`src/rtl/hd_stream_accum.sv`:
```
// hd_stream_accum: two-stage valid/ready Hamming(7,4) pair decoder feeding a saturating frame accumulator.
// Define HD_ERR_STAT_EN to add the clr_stat input and the err_cnt corrected-word counter.
module hd_stream_accum #(
  parameter int FRAME_LEN = 8,
  parameter int ACC_W     = 12
) (
  input  logic                    clk,
  input  logic                    rst_n,
  input  logic                    in_valid,
  output logic                    in_ready,
  input  logic [6:0]              code_word1,
  input  logic [6:0]              code_word2,
  output logic                    out_valid,
  input  logic                    out_ready,
  output logic signed [5:0]       out_n,
  output logic signed [ACC_W-1:0] out_sum,
  output logic                    out_last,
  output logic                    out_sat
`ifdef HD_ERR_STAT_EN
  ,
  input  logic                    clr_stat,
  output logic [15:0]             err_cnt
`endif
);
  localparam int CNT_W = (FRAME_LEN > 1) ? $clog2(FRAME_LEN) : 1;
  localparam logic [CNT_W-1:0] LAST_BEAT = CNT_W'(FRAME_LEN - 1);
  localparam logic signed [ACC_W-1:0] ACC_MAX = {1'b0, {(ACC_W-1){1'b1}}};
  localparam logic signed [ACC_W-1:0] ACC_MIN = {1'b1, {(ACC_W-1){1'b0}}};

  function automatic logic [2:0] syndrome(input logic [6:0] cw);
    return {cw[6] ^ cw[3] ^ cw[2] ^ cw[1],
            cw[5] ^ cw[3] ^ cw[2] ^ cw[0],
            cw[4] ^ cw[3] ^ cw[1] ^ cw[0]};
  endfunction

  // Returns {corrected info[3:0], received value of the flagged bit}.
  function automatic logic [4:0] decode_word(input logic [6:0] cw);
    logic [3:0] info;
    logic       wb;
    info = cw[3:0];
    wb   = 1'b0;
    case (syndrome(cw))
      3'b001:  wb = cw[4];
      3'b010:  wb = cw[5];
      3'b100:  wb = cw[6];
      3'b011:  begin wb = cw[0]; info[0] = ~cw[0]; end
      3'b101:  begin wb = cw[1]; info[1] = ~cw[1]; end
      3'b110:  begin wb = cw[2]; info[2] = ~cw[2]; end
      3'b111:  begin wb = cw[3]; info[3] = ~cw[3]; end
      default: wb = 1'b0;
    endcase
    return {info, wb};
  endfunction

  logic                    en;
  logic                    s1_valid;
  logic [3:0]              s1_a;
  logic [3:0]              s1_b;
  logic [1:0]              s1_opt;
  logic [4:0]              dec_a;
  logic [4:0]              dec_b;
  logic signed [5:0]       a6;
  logic signed [5:0]       b6;
  logic signed [5:0]       n_next;
  logic signed [ACC_W:0]   sum_wide;
  logic signed [ACC_W-1:0] sum_sat;
  logic                    sat_hit;
  logic signed [ACC_W-1:0] acc_reg;
  logic                    frame_sat_reg;
  logic [CNT_W-1:0]        beat_cnt;

  assign en       = ~out_valid | out_ready;
  assign in_ready = en;
  assign dec_a    = decode_word(code_word1);
  assign dec_b    = decode_word(code_word2);

  always_comb begin
    a6 = {{2{s1_a[3]}}, s1_a};
    b6 = {{2{s1_b[3]}}, s1_b};
    case (s1_opt)
      2'b00:   n_next = a6 + a6 + b6;
      2'b01:   n_next = a6 + a6 - b6;
      2'b10:   n_next = a6 - b6 - b6;
      default: n_next = a6 + b6 + b6;
    endcase
    // One guard bit: overflow shows as disagreement between the top two bits.
    sum_wide = {acc_reg[ACC_W-1], acc_reg} + {{(ACC_W-5){n_next[5]}}, n_next};
    sat_hit  = sum_wide[ACC_W] ^ sum_wide[ACC_W-1];
    if (!sat_hit)
      sum_sat = sum_wide[ACC_W-1:0];
    else if (sum_wide[ACC_W])
      sum_sat = ACC_MIN;
    else
      sum_sat = ACC_MAX;
  end

  always_ff @(posedge clk or negedge rst_n) begin
    if (!rst_n) begin
      s1_valid      <= 1'b0;
      s1_a          <= '0;
      s1_b          <= '0;
      s1_opt        <= '0;
      out_valid     <= 1'b0;
      out_n         <= '0;
      out_sum       <= '0;
      out_last      <= 1'b0;
      out_sat       <= 1'b0;
      acc_reg       <= '0;
      frame_sat_reg <= 1'b0;
      beat_cnt      <= '0;
    end else if (en) begin
      s1_valid  <= in_valid;
      out_valid <= s1_valid;
      if (in_valid) begin
        s1_a   <= dec_a[4:1];
        s1_b   <= dec_b[4:1];
        s1_opt <= {dec_a[0], dec_b[0]};
      end
      if (s1_valid) begin
        out_n    <= n_next;
        out_sum  <= sum_sat;
        out_sat  <= frame_sat_reg | sat_hit;
        out_last <= (beat_cnt == LAST_BEAT);
        // Closing beat of a frame: the next beat starts from a clean accumulator.
        if (beat_cnt == LAST_BEAT) begin
          beat_cnt      <= '0;
          acc_reg       <= '0;
          frame_sat_reg <= 1'b0;
        end else begin
          beat_cnt      <= beat_cnt + 1'b1;
          acc_reg       <= sum_sat;
          frame_sat_reg <= frame_sat_reg | sat_hit;
        end
      end
    end
  end

`ifdef HD_ERR_STAT_EN
  logic [1:0]  s1_err;
  logic [16:0] err_sum;

  assign err_sum = {1'b0, err_cnt} + {15'd0, s1_err};

  always_ff @(posedge clk or negedge rst_n) begin
    if (!rst_n) begin
      s1_err  <= '0;
      err_cnt <= '0;
    end else begin
      if (en && in_valid)
        s1_err <= {1'b0, |syndrome(code_word1)} + {1'b0, |syndrome(code_word2)};
      if (clr_stat)
        err_cnt <= '0;
      else if (en && s1_valid)
        err_cnt <= err_sum[16] ? 16'hFFFF : err_sum[15:0];
    end
  end
`endif

endmodule
```
`config.mk`:
```
export PLATFORM = sky130hd
export DESIGN_NAME = hd_stream_accum
export DESIGN_NICKNAME = d
export VERILOG_FILES = /design/src/rtl/hd_stream_accum.sv
export SDC_FILE = /design/constraint.sdc
export NUM_CORES = 1
export LEC_CHECK = 0
export ABC_AREA = 1
export BUFFER_PORTS_ARGS = -buffer_cell sky130_fd_sc_hd__buf_2
export CAP_MARGIN = 10
export CORE_MARGIN = 2
export CORE_UTILIZATION = 60
export DETAILED_ROUTE_END_ITERATION = 10
export GPL_ROUTABILITY_DRIVEN = 0
export GPL_TIMING_DRIVEN = 0
export PLACE_DENSITY = 0.84
export SETUP_SLACK_MARGIN = 0.2
export SLEW_MARGIN = 20
export SYNTH_ARGS = -nofsm -noshare
export SYNTH_HDL_FRONTEND = slang
export SYNTH_SLANG_ARGS = --single-unit
export TNS_END_PERCENT = 100
```
`constraint.sdc`:
```
create_clock -name clk -period 6.37 [get_ports clk]
set_input_delay 0.9555 -clock clk [delete_from_list [all_inputs] [get_ports clk]]
set_output_delay 0.9555 -clock clk [all_outputs]
set_load 0.02 [all_outputs]
```
After elaboration in Yosys (flattened, before gate mapping)
Cells that the tools add are included.
{"block": "word_totals", "register_bits": 48, "out_inout_bits": 22, "elab_cells": 87}
{"block": "classes", "addsub": 9, "n_eq_ne": 17, "muxes": 16, "bitwise_logic": 30, "n_reduce_logical": 3}
{"op": "$mux W12", "count": 3}
{"op": "$eq A3 B3 Y1 const B", "count": 9}
{"op": "$xor A1 B1 Y1", "count": 19}
{"op": "$pmux W6 S3", "count": 1}
{"op": "$pmux W1 S7", "count": 2}
{"op": "$add A12 B6 Y13", "count": 1}
{"op": "$add A5 B4 Y6", "count": 2}
{"op": "$eq A3 B2 Y1 const B", "count": 4}
{"op": "$sub A5 B4 Y6", "count": 2}
{"op": "$add A4 B4 Y5", "count": 2}
{"op": "$mux W1", "count": 9}
{"op": "$not A1 Y1", "count": 9}
{"op": "$eq A3 B1 Y1 const B", "count": 2}
{"op": "$sub A4 B4 Y5", "count": 1}
{"op": "$reduce_and A2 Y1", "count": 2}
{"op": "$add A3 B1 Y3 const B", "count": 1}
{"op": "$mux W3", "count": 1}
{"op": "$eq A2 B1 Y1 const B", "count": 1}
{"op": "$eq A2 B2 Y1 const B", "count": 1}
{"op": "$logic_not A2 Y1", "count": 1}
{"op": "$or A1 B1 Y1", "count": 2}

Longest topological paths before layout
{"block": "depth", "depth_word": 7, "mapped_depth": 29}

Worst setup path before layout
Ideal clock, no wire load.
{"block": "synth_path", "path_type": "flip-flop to flip-flop", "start": "register s1_opt[1]", "end": "register out_sat", "t_arrival_ns": 3.317, "setup_slack_ns": 2.936, "path_stages_with_launch": 26, "cell_sequence": "dfrtp_1 > inv_1 > nand2_1 > inv_1 > nor2_1 > xor2_1 > ha_1 > nand2_1 > o311ai_0 > inv_1 > nand2_1 > nand3_1 > nand2_1 > inv_1 > ha_1 > nand2_2 > inv_1 > a21oi_2 > nand3_2 > nand2_1 > nand2_1 > nand3_2 > buf_6 > nand3_2 > nand2_1 > nand2_1"}
{"block": "synth_via", "elab_chain_cells": 5, "elab_cells_between_ends": 7, "cone_classes": "1 x add/sub; 2 x eq/ne; 1 x mux; 2 x bitwise; 1 x reduce/logical"}
{"item": "start, declared", "line": "59", "text": "logic [1:0] s1_opt;"}
{"item": "start signal, assigned", "line": "117", "text": "s1_opt <= {dec_a[0], dec_b[0]};"}
{"item": "$eq A2 B2 Y1, or another cell as far along", "line": "80", "text": "case (s1_opt)"}
{"item": "$pmux W6 S3 (*)", "line": "80"}
{"item": "named net n_next[5]", "line": "64", "text": "logic signed [5:0] n_next;"}
{"item": "$add A12 B6 Y13 (*)", "line": "87", "text": "sum_wide = {acc_reg[ACC_W-1], acc_reg} + {{(ACC_W-5){n_next[5]}}, n_next};"}
{"item": "$xor A1 B1 Y1 (*)", "line": "88", "text": "sat_hit = sum_wide[ACC_W] ^ sum_wide[ACC_W-1];"}
{"item": "$or A1 B1 Y1 (*)", "line": "122", "text": "out_sat <= frame_sat_reg | sat_hit;"}
{"item": "end signal, assigned", "line": "122"}
{"item": "end, declared", "line": "18", "text": "output logic out_sat"}
Mark *: on every way through the listed nets, which the timed path passes. The rest lies on a longest branch.
A chain may end at the register's enable or synchronous reset.

Worst setup path after layout
{"block": "layout_path", "start": "register s1_opt[1]", "end": "register out_sum[6]"}
{"block": "layout_via", "elab_chain_cells": 5, "elab_cells_between_ends": 8, "cone_classes": "1 x add/sub; 2 x eq/ne; 3 x mux; 1 x bitwise; 1 x reduce/logical"}
{"item": "$eq A2 B2 Y1, or another cell as far along", "line": "80"}
{"item": "$pmux W6 S3 (*)", "line": "80"}
{"item": "named net n_next[5]", "line": "64"}
{"item": "$add A12 B6 Y13 (*)", "line": "87"}
{"item": "$mux W12 or $xor A1 B1 Y1 (tied branches)", "line": "91, 88"}
{"item": "$mux W12 (*)", "line": "89", "text": "if (!sat_hit)"}
{"item": "end signal, assigned", "line": "121", "text": "out_sum <= sum_sat;"}
{"item": "end, declared", "line": "16", "text": "output logic signed [ACC_W-1:0] out_sum,"}
Marked as above.

==> flow_summary.json <==
{
  "whs_path_depth": 2,
  "drtIter0Drc": 184,
  "cts_buffer_depth": 2,
  "skew_ns": 0.00790,
  "layout_commonest_cell": "nand2_1",
  "grt_overflow": 0,
  "multi_input_area_um2": 2390,
  "wire_per_inst_um": 13.4,
  "pin_count": 40,
  "die-area_um2": 7100,
  "fin_crit_ns": 4.10,
  "final_cell_mix": "167 x nand2_1, 55 x inv_1, 48 x dfrtp_1",
  "critPathMaxFanout": 10,
  "hold_buffers": 0,
  "drive_above_1_share_pct": 16.5,
  "drcViolationCount": 0,
  "die_height_um": 84.3,
  "clock.fmax_mhz": 244,
  "postCtsSetupBuffers": 0,
  "synth_area_leaders": "dfrtp_1 31%, nand2_1 16%, ha_1 12%",
  "diodes": 0,
  "fillers": 534,
  "synth_edf_count": 0,
  "ys.flop_type": "dfrtp_1",
  "maxCapViolCount": 0,
  "min-delay-start": "out_sat",
  "worstReg2RegEnd": "out_sum[6]",
  "required_ns": 6.56,
  "setup_viol": 0,
  "slew_viol_final": 0,
  "r2r_start": "s1_opt[1]",
  "maxSlewHeadroom_pct": 57.6,
  "status": "finished clean",
  "rr_worst_depth": 27,
  "syn-mean-instance-area_um2": 7.46,
  "synth_area_um2": 3870,
  "worstSkewPairLatency_ns": 0.30,
  "cts-root-buf": "clkbuf_8",
  "worst_pin_slew_ns": 0.632,
  "async_reset_ff_share_pct": 100,
  "clk_pin_slew_ns": 0.09,
  "clock_sinks": 48,
  "cts_buffers": 5,
  "num-nets-final": 622,
  "grt_pass1_wl_mm": 15.1,
  "yosysWarnings": 0,
  "syn-num-nets": 576,
  "hpwlAfterDp_mm": 6.79,
  "rsz0062_at_grt": "false",
  "start_util_pct": 61.6,
  "worstSetupPathType": "reg2reg",
  "vias": 3466,
  "grt_max_degree": 49,
  "synth_cell_types": 38,
  "grt_use_total_pct": 25.6,
  "synth_top_area_cell": "dfrtp_1",
  "wirelength_mm": 8.61,
  "hold_viol_final": 0,
  "area_growth_pct": 10.1,
  "grt_pass1_vias": 3441,
  "synth_cells": 518,
  "port_buffers": 39,
  "tns_ns": 0,
  "hold_path.class": "reg2reg",
  "via_per_inst": 5.40,
  "end_kind": "flip-flop",
  "max_stage_delay_ns": 0.43,
  "ys_ff_latch": 48,
  "worst_path_most_repeated_cell": "nand2_1",
  "reg2reg_setup_slack_ns": 2.27,
  "synth-seq-area-share_pct": 31.1,
  "min_to": "out_sat",
  "die_w_um": 84.3,
  "h-tree-depth": 2,
  "core-area_um2": 6280,
  "cts_tree": "yes",
  "antenna_found_initial": 0,
  "ant_nets": 0,
  "row_count": 29,
  "cts_resized": 0,
  "cpMaxStageDelayCell": "dfrtp_1",
  "start_kind": "flip-flop",
  "first_pass_iters": 4,
  "arrival_ns": 4.29,
  "path_buf_inv": 6,
  "yosys.area.top_type_share_pct": 31.1,
  "min_period_over_period_pct": 64.3,
  "seq_area_um2": 1200,
  "critical-path-top-delay-family": "simple AND/OR/NAND/NOR gates"
}
[cell families after synthesis]
logic type                 synth area share (%)
xor gates and xnor gates                   8.16
muxes                                     0.582
and+or+nand+nor                            32.0
buffers and inverters                      7.09
AOI/OAI and AO/OA                          7.57
DFF                                        31.1
adders and majority gates                  13.5
[cells in the mapped netlist (3+ instances only)]
cell / count
fa_1: 3
xor2_1: 21
nor2_1: 35
a21oi_1: 18
nand2_1: 167
inv_1: 55
nor3_1: 6
o21ai_0: 17
xnor2_1: 15
nand3_2: 6
ha_1: 37
nand2_2: 17
dfrtp_1: 48
nand4_1: 3
buf_2: 4
nand2_4: 4
nand3_1: 33
[through the flow]
stage	util, %	hold slack (ns)	setup slack, ns	instances	area [um2]
after CTS	67.8	0.483	2.30	642	4250
final	67.8	0.479	2.27	642	4260
after floorplan	-	0.432	2.94	518	3870
after global routing	67.8	0.502	1.92	642	4260
after detailed placement	66.2	0.460	2.32	634	4160
after global placement	66.2	0.451	2.49	634	4160
[per-layer routing]
metal | track usage [%] | up-vias | routed length [um]
li1 | - | 1752 | -
met1 | 34.8 | 1628 | 4110
met2 | 43.1 | 76 | 4050
met3 | 3.05 | 10 | 355
met4 | 7.33 | 0 | 93
met5 | 0 | - | 0
[how the worst max path moves through the flow]
stage	endpoint	cells past startpoint	startpoint	slack, ns
global route	out_sum[6]	26	s1_opt[1]	1.92
finish	out_sum[6]	27	s1_opt[1]	2.27
global placement	acc_reg[6]	24	s1_b[0]	2.49
detailed placement	acc_reg[5]	24	s1_opt[1]	2.32
CTS	out_sum[6]	24	s1_opt[1]	2.30
floorplan	out_sat	25	s1_opt[1]	2.94
[worst min-delay path, stage by stage (launching register included)]
cell and delay [ns]:
dfrtp_1 0.35, nand2_1 0.05, nand2_1 0.05
[area by class of cell]
class                   count  share of cell area [%]
plain buffers               9                    1.50
repair buffers             39                    4.64
clock inverters             2                   0.323
flip-flops and latches     48                    28.2
clock buffers               6                    1.94
multi-input cells         405                    56.2
inverters                  56                    4.94
well taps                  77                    2.26
Power is not shown: default switching activity piles up to over one toggle a cycle in this logic, so the estimate is an artifact.
